**src/rtl/spi_ram_master_ctrl.sv**
```systemverilog
// spi_ram_master_ctrl
// Host-side SPI master that turns one write or read request into a complete
// RAM access on the SPI RAM slave: an address frame, an SS_n-high gap, a data
// frame and, for reads, a latency wait followed by eight MISO captures.
//
// Frame shape: 12 SS_n-low cycles f=0..11. MOSI is 0 at f=0,1, then carries
// {cmd[1:0], payload[7:0]} MSB first at f=2..11. SS_n and MOSI are registered.
//
// Handshake: a request transfers on a cycle where cmd_valid && cmd_ready are
// both high. cmd_ready is high only in IDLE (and never during rst); cmd_valid
// is ignored at all other times. Request fields are latched on that cycle.
// rsp_valid is a single-cycle pulse with no back-pressure.
//
// Build option: define SPI_MCTRL_ADDR_CACHE_EN to remember the last address
// sent. A request whose address matches skips the address frame and gap and
// starts its data frame the cycle after accept. Leaving it undefined gives the
// plain controller with no cache registers.
//
// RD_LAT is counted with the 4-bit frame counter, so 1 <= RD_LAT <= 16.
module spi_ram_master_ctrl #(
  parameter int ADDR_SIZE  = 8,
  parameter int GAP_CYCLES = 1,
  parameter int RD_LAT     = 4
) (
  input  logic                 clk,
  input  logic                 rst,
  input  logic                 cmd_valid,
  output logic                 cmd_ready,
  input  logic                 cmd_wr,
  input  logic [ADDR_SIZE-1:0] cmd_addr,
  input  logic [7:0]           cmd_wdata,
  output logic                 rsp_valid,
  output logic [7:0]           rsp_rdata,
  output logic                 busy,
  output logic                 SS_n,
  output logic                 MOSI,
  input  logic                 MISO,
  output logic [2:0]           dbg_state
);

  localparam int GAP_W = $clog2(GAP_CYCLES + 1);

  localparam logic [GAP_W-1:0] GAP_LAST  = GAP_W'(GAP_CYCLES - 1);
  localparam logic [3:0]       FRM_LAST  = 4'd11;
  // Last RD_WAIT count; RD_WAIT is bypassed entirely when RD_LAT == 1.
  localparam logic [3:0]       WAIT_LAST = 4'(RD_LAT - 2);
  localparam logic [2:0]       CAP_LAST  = 3'd7;

  localparam logic [1:0] CMD_WR_ADDR = 2'b00;
  localparam logic [1:0] CMD_WR_DATA = 2'b01;
  localparam logic [1:0] CMD_RD_ADDR = 2'b10;
  localparam logic [1:0] CMD_RD_DATA = 2'b11;

  typedef enum logic [2:0] {
    S_IDLE     = 3'd0,
    S_ADDR_FRM = 3'd1,
    S_GAP1     = 3'd2,
    S_DATA_FRM = 3'd3,
    S_RD_WAIT  = 3'd4,
    S_RD_CAP   = 3'd5,
    S_GAP2     = 3'd6
  } state_e;

  state_e             state_q, state_d;
  logic [3:0]         fcnt_q, fcnt_d;      // frame bit counter, reused for RD_LAT wait
  logic [3:0]         ccnt_q, ccnt_d;      // capture counter, 0..7
  logic [GAP_W-1:0]   gcnt_q, gcnt_d;      // SS_n-high gap counter
  logic               wr_q, wr_d;
  logic [7:0]         addr_q, addr_d;      // zero-extended request address
  logic [7:0]         wdata_q, wdata_d;
  logic [6:0]         shift_q, shift_d;    // first seven captured MISO bits
  logic [7:0]         rsp_rdata_q, rsp_rdata_d;
  logic               rsp_valid_q, rsp_valid_d;
  logic               ss_n_q, ss_n_d;
  logic               mosi_q, mosi_d;

  logic [9:0]         frm_word;
  logic [3:0]         bit_idx;
  logic               cache_hit;

`ifdef SPI_MCTRL_ADDR_CACHE_EN
  logic               cache_vld_q, cache_vld_d;
  logic [7:0]         last_addr_q, last_addr_d;

  assign cache_hit = cache_vld_q && (8'(cmd_addr) == last_addr_q);
`else
  assign cache_hit = 1'b0;
`endif

  assign cmd_ready = (state_q == S_IDLE) && !rst;
  assign busy      = (state_q != S_IDLE) && !rst;
  assign rsp_valid = rsp_valid_q;
  assign rsp_rdata = rsp_rdata_q;
  assign SS_n      = ss_n_q;
  assign MOSI      = mosi_q;
  assign dbg_state = state_q;

  // Next-state logic: sequences frames, gaps, read wait and capture.
  always_comb begin
    state_d     = state_q;
    fcnt_d      = fcnt_q;
    ccnt_d      = ccnt_q;
    gcnt_d      = gcnt_q;
    wr_d        = wr_q;
    addr_d      = addr_q;
    wdata_d     = wdata_q;
    shift_d     = shift_q;
    rsp_rdata_d = rsp_rdata_q;
    rsp_valid_d = 1'b0;
`ifdef SPI_MCTRL_ADDR_CACHE_EN
    cache_vld_d = cache_vld_q;
    last_addr_d = last_addr_q;
`endif
    case (state_q)
      S_IDLE: begin
        if (cmd_valid && cmd_ready) begin
          wr_d    = cmd_wr;
          addr_d  = 8'(cmd_addr);
          wdata_d = cmd_wdata;
          fcnt_d  = 4'd0;
          // A cached address means the slave already holds it: go straight to data.
          state_d = cache_hit ? S_DATA_FRM : S_ADDR_FRM;
        end
      end
      S_ADDR_FRM: begin
        if (fcnt_q == FRM_LAST) begin
          state_d = S_GAP1;
          gcnt_d  = '0;
`ifdef SPI_MCTRL_ADDR_CACHE_EN
          cache_vld_d = 1'b1;
          last_addr_d = addr_q;
`endif
        end else begin
          fcnt_d = fcnt_q + 4'd1;
        end
      end
      S_GAP1: begin
        if (gcnt_q == GAP_LAST) begin
          state_d = S_DATA_FRM;
          fcnt_d  = 4'd0;
        end else begin
          gcnt_d = gcnt_q + 1'b1;
        end
      end
      S_DATA_FRM: begin
        if (fcnt_q == FRM_LAST) begin
          fcnt_d = 4'd0;
          ccnt_d = 4'd0;
          gcnt_d = '0;
          if (wr_q) begin
            state_d     = S_GAP2;
            rsp_valid_d = 1'b1;
          end else if (RD_LAT == 1) begin
            state_d = S_RD_CAP;
          end else begin
            state_d = S_RD_WAIT;
          end
        end else begin
          fcnt_d = fcnt_q + 4'd1;
        end
      end
      S_RD_WAIT: begin
        // RD_LAT-1 cycles so that the first capture lands at f=11+RD_LAT.
        if (fcnt_q == WAIT_LAST) begin
          state_d = S_RD_CAP;
        end else begin
          fcnt_d = fcnt_q + 4'd1;
        end
      end
      S_RD_CAP: begin
        shift_d = {shift_q[5:0], MISO};
        if (ccnt_q[2:0] == CAP_LAST) begin
          state_d     = S_GAP2;
          rsp_valid_d = 1'b1;
          rsp_rdata_d = {shift_q, MISO};
        end else begin
          ccnt_d = ccnt_q + 4'd1;
        end
      end
      S_GAP2: begin
        if (gcnt_q == GAP_LAST) begin
          state_d = S_IDLE;
        end else begin
          gcnt_d = gcnt_q + 1'b1;
        end
      end
      default: state_d = S_IDLE;
    endcase
  end

  // Serialiser: registered SS_n/MOSI values for the state/counter being entered.
  always_comb begin
    frm_word = 10'd0;
    bit_idx  = 4'd0;
    mosi_d   = 1'b0;
    ss_n_d   = 1'b1;
    if (state_d == S_ADDR_FRM) begin
      frm_word = {(wr_d ? CMD_WR_ADDR : CMD_RD_ADDR), addr_d};
    end else begin
      frm_word = {(wr_d ? CMD_WR_DATA : CMD_RD_DATA), (wr_d ? wdata_d : 8'h00)};
    end
    if (state_d == S_ADDR_FRM || state_d == S_DATA_FRM ||
        state_d == S_RD_WAIT  || state_d == S_RD_CAP) begin
      ss_n_d = 1'b0;
    end
    // f=2 carries word bit 9, f=11 carries bit 0; MOSI stays 0 otherwise.
    if ((state_d == S_ADDR_FRM || state_d == S_DATA_FRM) && fcnt_d >= 4'd2) begin
      bit_idx = FRM_LAST - fcnt_d;
      mosi_d  = frm_word[bit_idx];
    end
  end

  // State and datapath registers with synchronous reset.
  always_ff @(posedge clk) begin
    if (rst) begin
      state_q     <= S_IDLE;
      fcnt_q      <= 4'd0;
      ccnt_q      <= 4'd0;
      gcnt_q      <= '0;
      wr_q        <= 1'b0;
      addr_q      <= 8'h00;
      wdata_q     <= 8'h00;
      shift_q     <= 7'h00;
      rsp_rdata_q <= 8'h00;
      rsp_valid_q <= 1'b0;
      ss_n_q      <= 1'b1;
      mosi_q      <= 1'b0;
    end else begin
      state_q     <= state_d;
      fcnt_q      <= fcnt_d;
      ccnt_q      <= ccnt_d;
      gcnt_q      <= gcnt_d;
      wr_q        <= wr_d;
      addr_q      <= addr_d;
      wdata_q     <= wdata_d;
      shift_q     <= shift_d;
      rsp_rdata_q <= rsp_rdata_d;
      rsp_valid_q <= rsp_valid_d;
      ss_n_q      <= ss_n_d;
      mosi_q      <= mosi_d;
    end
  end

`ifdef SPI_MCTRL_ADDR_CACHE_EN
  // Address cache; reset (including a mid-access abort) invalidates it.
  always_ff @(posedge clk) begin
    if (rst) begin
      cache_vld_q <= 1'b0;
      last_addr_q <= 8'h00;
    end else begin
      cache_vld_q <= cache_vld_d;
      last_addr_q <= last_addr_d;
    end
  end
`endif

endmodule

```
**config.mk**
```make
export PLATFORM = sky130hd
export DESIGN_NAME = spi_ram_master_ctrl
export DESIGN_NICKNAME = d
export VERILOG_FILES = /design/src/rtl/spi_ram_master_ctrl.sv
export SDC_FILE = /design/constraint.sdc
export NUM_CORES = 1
export LEC_CHECK = 0
export CAP_MARGIN = 25
export CORE_MARGIN = 2
export CORE_UTILIZATION = 25
export CTS_CLUSTER_DIAMETER = 30
export DETAILED_ROUTE_END_ITERATION = 12
export HOLD_SLACK_MARGIN = 0.05
export SLEW_MARGIN = 20
export SYNTH_ARGS = -nofsm -noshare
export SYNTH_HDL_FRONTEND = slang
export SYNTH_SLANG_ARGS = --single-unit
```
**constraint.sdc**
```tcl
create_clock -name clk -period 2.62 [get_ports clk]
set_clock_uncertainty 0.2 [all_clocks]
set_input_delay 0.262 -clock clk [delete_from_list [all_inputs] [get_ports clk]]
set_output_delay 0.262 -clock clk [all_outputs]
set_load 0.02 [all_outputs]
```
After elaboration in Yosys (flattened, before gate mapping)
Index checks and enable logic that the tools add are counted.

Register bits: 47. Input bits: 21. Output and inout bits: 16. Logic and storage cells: 91.

$add $sub $neg: 4. Order comparisons: 2. Equal/unequal tests: 16. Mux-type cells: 38. Bitwise gates (word level): 1. Reductions and logical operators: 18.

Operators by type and width (count): $mux W8 (5); $mux W4 (7); $mux W3 (7); $pmux W3 S7 (1); $pmux W4 S5 (1); $eq A3 B3 Y1 const B (6); $mux W10 (1); $eq A3 B2 Y1 const B (3); $mux W1 (9); $add A4 B1 Y4 const B (2); $pmux W4 S2 (1); $eq A3 B1 Y1 const B (2); $mux W2 (3); $reduce_or A2 Y1 (3); $lt A4 B5 Y1 const B (1); $bmux W1 S4 (1); $eq A4 B2 Y1 const B (1); $eq A4 B4 Y1 const B (1); $ge A4 B2 Y1 const B (1); $logic_and A1 B1 Y1 (4); $ne A2 B2 Y1 const B (2); $pmux W1 S2 (2); $reduce_and A2 Y1 (2); $reduce_bool A2 Y1 (2); 9 further kinds (11).

Longest topological paths before layout
Gate-level depths: netlist of run 1.

Depth after elaboration: 10. Mapped depth: 13. Depth with buffers taken out: 13.

Least setup slack after synthesis of run 1
No wires, ideal clock.

Path kind: register to register. From: register fcnt_q[0]. To: register mosi_q (netlist: MOSI). Setup time: 0.119 ns. Arrival time: 2.446 ns. Data required time: 2.301 ns. Setup slack: -0.145 ns. Cell stages (with the launch flop): 12. Path buffers: 0. Clock period less this slack: 2.765 ns. Cells stage by stage: dfxtp_1 > ha_1 > and3b_1 > inv_1 > ha_1 > and2_1 > o21ai_1 > a31oi_4 > or3_1 > a41o_1 > a211oi_2 > o21ai_2.

Word-level cells in the longest chain between the ends: 8. Elaborated cells on any way between the ends: 24. Those cells by class: 2 x add/sub; 1 x order compare; 4 x eq/ne; 13 x mux; 1 x bitwise; 3 x reduce/logical.

RTL lines: start: declaration (line 65) `logic [3:0] fcnt_q, fcnt_d;`; start signal: assignment (line 230) `fcnt_q <= fcnt_d;`; parallel branches: the longest is 8 deep, another holds $add A4 B1 Y4; end signal: assignment (line 240) `mosi_q <= mosi_d;`; end: declaration (line 75) `logic mosi_q, mosi_d;`.

Parallel ways; which one is timed is not known. The select of a mux whose other input is x is not followed. A chain may end at the register's enable or synchronous reset.

Final worst setup path of run 1
From: register fcnt_q[1]. To: register mosi_q (netlist: MOSI).

Same word-level chain as after synthesis.

==> results by group, run 1 <==
Outcome
  – Status: completed

Final layout
  – Multi-input gate area: 1500 um2
  – Number of diodes: 0
  – Nets: a little under 400
  – Storage element area: slightly above 900 um2
  – Share of post-route cells with drive strength above 1: 21.6%
  – Cell area after layout: around 3400 um2
  – Area grow syn2layout: 41.0%
  – Fillers: 971

Placed design
  – Final RePlAce weighted congestion: around 0.94
  – Dpl ws: -0.0169 ns
  – Port Buffers: 36
  – Post-DP HPWL: between 4000 and 5000 um
  – Dpl cell area: 3080 um2

STA
  – Fraction of the cycle the final worst path needs: 97.2%
  – Tightest Pin Transition: 0.471 ns
  – Final setup fails: 0
  – RSZ-0062 raised after global routing: yes
  – Max Freq: ~0.39 GHz
  – Final Max Slew Viols: 0
  – Period minus WS final: 2.55 ns
  – Post-Route Setup TNS: 0 ns
  – Slew Limit Headroom: 68.6%
  – Hold Vio Cnt, Final: 0
  – Final worst slack: 0.0724 ns

Routing
  – Vias: 2398
  – First DRT Iteration DRCs: 187
  – DRC: 0
  – Vias per cell: roughly 4.8
  – WL per Instance: 13.4 um
  – WL final: 6670 um
  – DRT Pass-1 Iters: 4
  – Routed Antenna Nets: 0

Floorplanning
  – Total I/O pin count: 37
  – Die Y: 102 um
  – Core box area: 9240 um2
  – Die width: 102 um
  – Row cnt: 35
  – Die area: 10300 um2
  – Starting Density: 25.8%

Global routing
  – GRT overflow: 0
  – Number of global-route vias before repair: approximately 2200
  – Initial antenna violation count: 0
  – GRT Total Usage: between 10% and 20%
  – Largest net degree at the start of global routing: between 40 and 50
  – Global-route wire length before repair: between 10000 and 15000 um

Setup path
  – Critical path arrival: 2.53 ns
  – Setup crit end kind: flip-flop
  – CP startpoint kind: flip-flop
  – Worst path required time: 2.60 ns
  – CP Class: flip-flop to flip-flop
  – Critical path peak fanout: 4

Synth
  – Syn Inst Count: roughly 300
  – Main area contributors after synthesis: dfxtp_1 38%, nand2_1 12%, a21oi_1 8.0%
  – Synthesized area: roughly 2400 um2
  – Synth top area share: 37.8%
  – Yosys reg bits: 45
  – Net count after synthesis: 328
  – Top_reg_cell synth: dfxtp_1
  – Ys async rst share: 0%
  – Yosys cell types: 62
  – Synth top cells by count: 74 x nand2_1, 45 x dfxtp_1, 38 x a21oi_1, 23 x nor2_1, 13 x o21ai_0
  – Post-synth EDFFs: 0
  – Cell accounting for the most synthesized area: dfxtp_1
  – Syn. warnings: 0
  – Most instantiated library cell after synthesis: nand2_1
  – Seq/Total Area, Yosys: 37.8%
  – Synth Area per Inst: roughly 7.9 um2

Clocking
  – Clock Root Buffer: clkbuf_8
  – Clock sinks: between 40 and 50
  – Max Buffers Root-to-Sink: 2
  – Hold_buf cts: 0
  – CTS H-Tree Depth: 2
  – Clock slew at reported path FFs: ~0.090 ns
  – Skew-Pair Late Insertion Delay: between 0.2 and 0.3 ns
  – TritonCTS clock tree: done
  – Total CTS buffers: 5

Worst hold path
  – Hold Path Class: flip-flop to flip-flop

Power and ir drop
  – Peak supply drop: between 0.2 and 0.25 mV
  – Leak: 1.23 nW
  – PwrDens: roughly 440 nW/um2

Job
  – Max Cap Viol: 0
-- per-stage QoR --
step	hold WS [ns]	cells	power [mW]	util (%)
4_1_cts	0.261	494	1.50	35.0
3_5_place_dp	0.248	482	0.948	33.3
2_1_floorplan	0.198	301	0.848	-
6_report	0.257	499	1.49	36.4
5_1_grt	0.281	499	1.56	36.4
3_3_place_gp	0.246	482	0.945	33.3
-- final timing paths --
kind	slack, ns	cells after the start	to	startpoint
max	0.07	11	MOSI	fcnt_q[1]
min reg2reg	0.26	2	addr_q[7]	addr_q[7]
min	0.26	2	addr_q[7]	addr_q[7]
max reg2reg	0.07	11	MOSI	fcnt_q[1]
-- sequential cells by signal (all words and copies together) (netlist names) --
name / cells
ccnt_q: 3
shift_q: 7
addr_q: 8
wr_q: 1
SS_n: 1
dbg_state: 3
rsp_valid: 1
fcnt_q: 4
rsp_rdata: 8
wdata_q: 8
MOSI: 1
-- layout by cell type (no fill, tap or decap), types with 2 or more instances in the layout --
master,count
nand2_1,74
dfxtp_1,43
buf_4,39
a21oi_1,38
clkdlybuf4s50_1,35
nor2_1,21
o21ai_0,13
nand3_1,7
nor2b_1,7
clkbuf_8,5
nand2b_1,4
and3_1,4
a211oi_2,3
mux2i_1,3
a41o_1,3
ha_4,3
ha_1,3
nor3_1,2
or3_1,2
a22oi_1,2
nor2_4,2
o211a_1,2
nor3b_2,2
o311ai_1,2
dfxtp_4,2
-- area by class of cell --
class / instances / share of cell area (%)
Clock inverter: 3 / 1.30
Multi-Input combinational cell: 237 / 44.5
Clock buffer: 5 / 2.05
Timing Repair Buffer: 76 / 19.7
Sequential cell: 45 / 27.0
Inverter: 4 / 0.521
Tap cell: 129 / 4.80
-- layer usage --
metal | wire length (um) | vias up | GRT usage, %
met2 | 3070 | 50 | 20.0
met4 | 17 | 0 | 2.29
li1 | - | 1210 | -
met3 | 236 | 2 | 2.35
met5 | 0 | - | 0
met1 | 3340 | 1136 | 18.2
-- critical path, stage by stage (launching register included) --
cell      delay (ns)
dfxtp_4         0.39
ha_4            0.13
and3b_1         0.18
inv_2           0.07
ha_4            0.27
nor2_4          0.04
o21a_4          0.23
o31ai_4         0.28
mux2i_1         0.26
a211oi_2        0.09
a211oi_2        0.23
o21ai_2         0.06
-- timing repair --
item                       CTS  global route
setup endpoints to repair    2             1
resized for setup            8            19
pin swaps                    7            12
setup buffers                4             5
-- where the power goes --
group          internal (mW)  switching (mW)
Combinational          0.122           0.122
Clock                  0.286           0.247
Sequential             0.699          0.0132
-- logic make-up (layout without fill, tap and decap cells) --
kind of cell               count (synthesis)  in the layout  synth area share, %
buffers and inverters                     19             88                 3.26
adders and majority gates                  6              6                 3.15
muxes                                      5              5                 2.21
AOI/OAI and AO/OA                         88             88                 26.1
DFF                                       45             45                 37.8
and+or+nand+nor                          138            138                 27.5
No activity file was read; power rests on OpenSTA's default activity.
==> run 2, diff against run 1 <==
--- a/config.mk
+++ b/config.mk
@@ -11,6 +11,8 @@
 export CTS_CLUSTER_DIAMETER = 30
 export DETAILED_ROUTE_END_ITERATION = 12
 export HOLD_SLACK_MARGIN = 0.05
+export MAX_ROUTING_LAYER = met4
+export SETUP_SLACK_MARGIN = 0.1
 export SLEW_MARGIN = 20
 export SYNTH_ARGS = -nofsm -noshare
 export SYNTH_HDL_FRONTEND = slang
==> results by group, run 2 (same netlist as run 1, synthesis figures left out) <==
Outcome
  – Status: completed

Routing
  – WL per Instance: 13.6 um
  – Vias per cell: 4.81
  – First DRT Iteration DRCs: around 110
  – Max Used Layer: met4
  – Met2 Wirelength: a little over 3000 um
  – M1 wire length: approximately 3300 um
  – WL final: 6710 um
  – DRT Pass-1 Iters: 4
  – Vias: between 2000 and 2500
  – Met3 routed WL: 269 um
  – DRC: 0
  – Routed Antenna Nets: 0

Global routing
  – Largest net degree at the start of global routing: 47
  – Global-route wire length before repair: between 10000 and 15000 um
  – Initial antenna violation count: 0
  – Number of global-route vias before repair: 2308
  – GRT Total Usage: 13.7%
  – GRT overflow: 0

Setup path
  – Kind of cell adding the most delay to the critical path: compound AO/OA/AOI/OAI gates
  – FF-to-FF Start: fcnt_q[0]
  – Critical path peak fanout: 4
  – Setup crit end kind: flip-flop
  – Critical path's most frequent cell: ha_4
  – Internal reg-to-reg setup slack: 0.06 ns
  – R2R depth: 11
  – Worst-path cell chain: inv_4 -> ha_4 -> or3b_4 -> a32oi_4 -> nor4_4 -> a211oi_2 -> ha_4 -> nand2_2 -> a41oi_2 -> o211ai_2 -> o21ai_2
  – CP Class: flip-flop to flip-flop
  – Worst path required time: ~2.7 ns
  – CP peak stage delay: 0.41 ns
  – WP buf/inv: 1
  – CP startpoint kind: flip-flop
  – RR Endpoint: MOSI
  – Critical path arrival: 2.60 ns
  – Crit path max-delay cell type: or3b_4

Floorplanning
  – Die Y: approximately 100 um
  – Die area: a little over 10000 um2
  – Core box area: roughly 9200 um2
  – Die width: 102 um
  – Total I/O pin count: 37
  – Starting Density: roughly a quarter
  – Row cnt: 35

Clocking
  – TritonCTS clock tree: done
  – CTS H-Tree Depth: 2
  – Total CTS buffers: 5
  – Clock sinks: 45
  – Clock Root Buffer: clkbuf_8
  – Clock slew at reported path FFs: 0.09 ns
  – Max Buffers Root-to-Sink: 2
  – Skew-Pair Late Insertion Delay: ~0.30 ns

Power and ir drop
  – Clock power frac: about a third
  – Leak: 1.19 nW
  – Flop pwr share: 50.3%
  – PwrDens: 420 nW/um2
  – Net Sw Frac: 28.2%
  – Pint: 1.01 mW
  – Logic pwr share: 17.6%
  – Peak supply drop: 0.188 mV
  – Switching pwr: 0.399 mW

STA
  – Slew Limit Headroom: 67.7%
  – Hold Vio Cnt, Final: 0
  – Final setup fails: 0
  – Post-Route Setup TNS: 0 ns
  – Final hold slack: 0.260 ns
  – Max Freq: 0.390 GHz
  – Final Max Slew Viols: 0
  – Period minus WS final: 2.56 ns
  – Tightest Pin Transition: 0.484 ns
  – RSZ-0062 raised after global routing: yes
  – Fraction of the cycle the final worst path needs: a little under 100%

Final layout
  – Share of post-route cells with drive strength above 1: 21.9%
  – Number of diodes: 0
  – Fillers: 978
  – Nets: 391
  – Area grow syn2layout: 41.4%
  – Most frequent cells in the layout: 73 x nand2_1, 42 x dfxtp_1, 38 x a21oi_1
  – Cell Count, Final, Fillers Out: just under 500
  – Most common cell after layout, fill and taps aside: nand2_1

Worst hold path
  – Hold Path Class: flip-flop to flip-flop
  – Worst Hold End: rsp_rdata[1]
  – Min-delay src: rsp_rdata[1]
  – Hold path cells: 2

Placed design
  – Post-DP HPWL: 4820 um
  – Placed cells: between 400 and 500
  – Final RePlAce weighted congestion: 0.924
  – Port Buffers: 36

Job
  – Max Cap Viol: 0
## run 2: power groups by stage
| stage | Clock, mW | Sequential (mW) | Combinational [mW] |
|---|---|---|---|
| 2_1_floorplan | 0 | 0.727 | 0.121 |
| 3_3_place_gp | 0 | 0.726 | 0.218 |
| 3_5_place_dp | 0 | 0.727 | 0.219 |
| 4_1_cts | 0.474 | 0.711 | 0.239 |
| 5_1_grt | 0.501 | 0.714 | 0.270 |
| 6_report | 0.454 | 0.711 | 0.248 |
## run 2: worst max-delay path by stage
stage | startpoint | endpoint | slack (ns) | depth (start not counted)
after floorplan | fcnt_q[0] | MOSI | 0.08 | 11
after global placement | fcnt_q[0] | MOSI | 0.07 | 11
after detailed placement | rst | MOSI | 0.02 | 9
after CTS | fcnt_q[0] | MOSI | 0.08 | 11
after global routing | fcnt_q[0] | MOSI | -0.01 | 11
final | fcnt_q[0] | MOSI | 0.06 | 11
## run 2: worst min-delay path: stages, from the launching register on
cell and delay (ns):
dfxtp_1 0.32, nand2_1 0.05, a21oi_1 0.05
## run 2: layout make-up
cell class                      count  area (um2)  area share [%]
Multi-Input combinational cell    237        1550            46.0
Sequential cell                    45         910            27.0
Timing Repair Buffer               71         638            18.9
Tap cell                          129         161            4.79
Clock buffer                        5        68.8            2.04
Clock inverter                      3        25.0           0.743
Inverter                            4        17.5           0.520
## run 2: through the flow
step           instance area (um2)  power (mW)  util [%]  setup WS, ns
2_1_floorplan                 2400       0.848         -        0.0802
3_3_place_gp                  3090       0.945      33.5        0.0674
3_5_place_dp                  3090       0.946      33.5        0.0194
4_1_cts                       3310        1.42      35.8        0.0763
5_1_grt                       3370        1.49      36.5       -0.0129
6_report                      3370        1.41      36.5        0.0574
## run 2: layer usage
metal	GRT usage, %	vias up
met5	-	-
met4	2.91	0
met3	2.35	7
met2	21.6	54
met1	18.5	1119
li1	-	1195
## run 2: repair_timing
action,4_1_cts,5_1_grt
resized for setup,22,10
pin swaps,16,11
setup endpoints to repair,2,1
hold buffers,0,0
buffers inserted,6,1
==> RTL change: new RTL, config.mk and constraints of run 2 <==
Add a define of `SPI_MCTRL_ADDR_CACHE_EN`.
--- a/src/rtl/spi_ram_master_ctrl.sv
+++ b/src/rtl/spi_ram_master_ctrl.sv
@@ -18,4 +18,6 @@
 //
 // RD_LAT is counted with the 4-bit frame counter, so 1 <= RD_LAT <= 16.
+`define SPI_MCTRL_ADDR_CACHE_EN
+
 module spi_ram_master_ctrl #(
   parameter int ADDR_SIZE  = 8,
Function: same outputs for any inputs over 10 cycles, from zero or initial values and one cycle with rst high; that may be too few to reach the edited logic, so the function may still have changed.
==> RTL change against run 2 <==
The run now ends with negative setup slack left; setup slack got worse by 0.094 ns; power up 16%; combinational power rose by 10%; sequential cell count grew 9; die area increased by 14%; wire length is 9.0% higher; synthesized area up 14%; design area grew 14%; largest cell class unchanged.
==> RTL change: results (changes against run 2) <==
Seq/total area -> 28.5% (+1.5 points)
outcome -> complete, but fails checks
nonclk buf count -> 90 (+27%)
switching share of power -> 27.4% (-0.79 points)
gr usage total -> 13.5% (-0.27 points)
Post-CTS Resized -> 15 (-32%)
Seq/Total Area, Yosys -> 39.7% (+1.9 points)
via count -> 2,571 (+8.3%)
syn nets -> 360 (+9.8%)
Multi-input gate area -> 1670 sq um (+8.1%)
fin nets -> 437 (+12%)
gp weighted congestion -> 0.869 (-6.0%)
# setup viols final -> 1 (+1)
share of cells above drive strength 1 -> 25.3% (+3.4 points)
TNS Setup -> -0.0369 ns (-0.0369 ns)
placed inst area -> 3500 sq um (+13%)
multi-input gate count -> 253 (+6.8%)
met2 routed WL -> 3.62 mm (+16%)
clock group power -> 515 uW (+13%)
Avg Inst Size Synth -> 8.18 sq um (+3.3%)
hold slack -> 0.256 ns (-0.00374 ns)
Signal buf overhead -> 20.2% (+1.2 points)
worst setup margin -> -0.0369 ns (-0.0942 ns)
Leak -> 0.00145 uW (+22%)
Post-synth top cells -> 69 x nand2_1, 54 x dfxtp_1, 41 x a21oi_1
Storage cell area -> 1090 sq um (+20%)
crit-path max FO -> 5 (+1)
Inverters -> 6 (+2)
CP required -> 2.61 ns (-0.04 ns)
placed insts -> 533 (+11%)
DR iter-0 viols -> 153 (+43%)
CLK BUF -> 6 (+1)
mean number of vias per cell -> 4.67 (-2.9%)
failing checks -> negative setup slack
M2 GR Usage -> 23.1% (+1.5 points)
dominant cells by area after synthesis -> dfxtp_1 40%, nand2_1 9.5%, a21oi_1 7.5%
filler cell count -> 1,147 (+17%)
RTL change: changes by cell type after synthesis, sizes merged, moves of 4 or more:
| cell | delta |
|---|---|
| o21ai | -11 |
| nor2 | +10 |
| dfxtp | +9 |
| mux2i | +9 |
| xnor2 | +7 |
| a2111oi | +5 |
| nand2 | -5 |
| a211oi | -4 |
| a21oi | +4 |
| buf | +4 |
| nand3 | +4 |
| nand4 | +4 |
RTL change: kinds of logic after synthesis:
family                     count (synthesis)  share of synthesized area, %
and+or+nand+nor                          146                          25.0
adders and majority gates                  6                          2.76
DFF                                       54                          39.7
xor gates and xnor gates                   8                          2.57
buffers and inverters                     26                          4.82
AOI/OAI and AO/OA                         79                          19.7
muxes                                     14                          5.38
RTL change: worst max-delay path: stages, from the launching register on:
cell	delay (ns)
dfxtp_4	0.37
inv_2	0.05
ha_1	0.12
or3b_4	0.41
a211o_1	0.31
o211a_4	0.17
buf_6	0.13
a21o_1	0.15
o221a_1	0.24
o311ai_2	0.25
o211ai_1	0.11
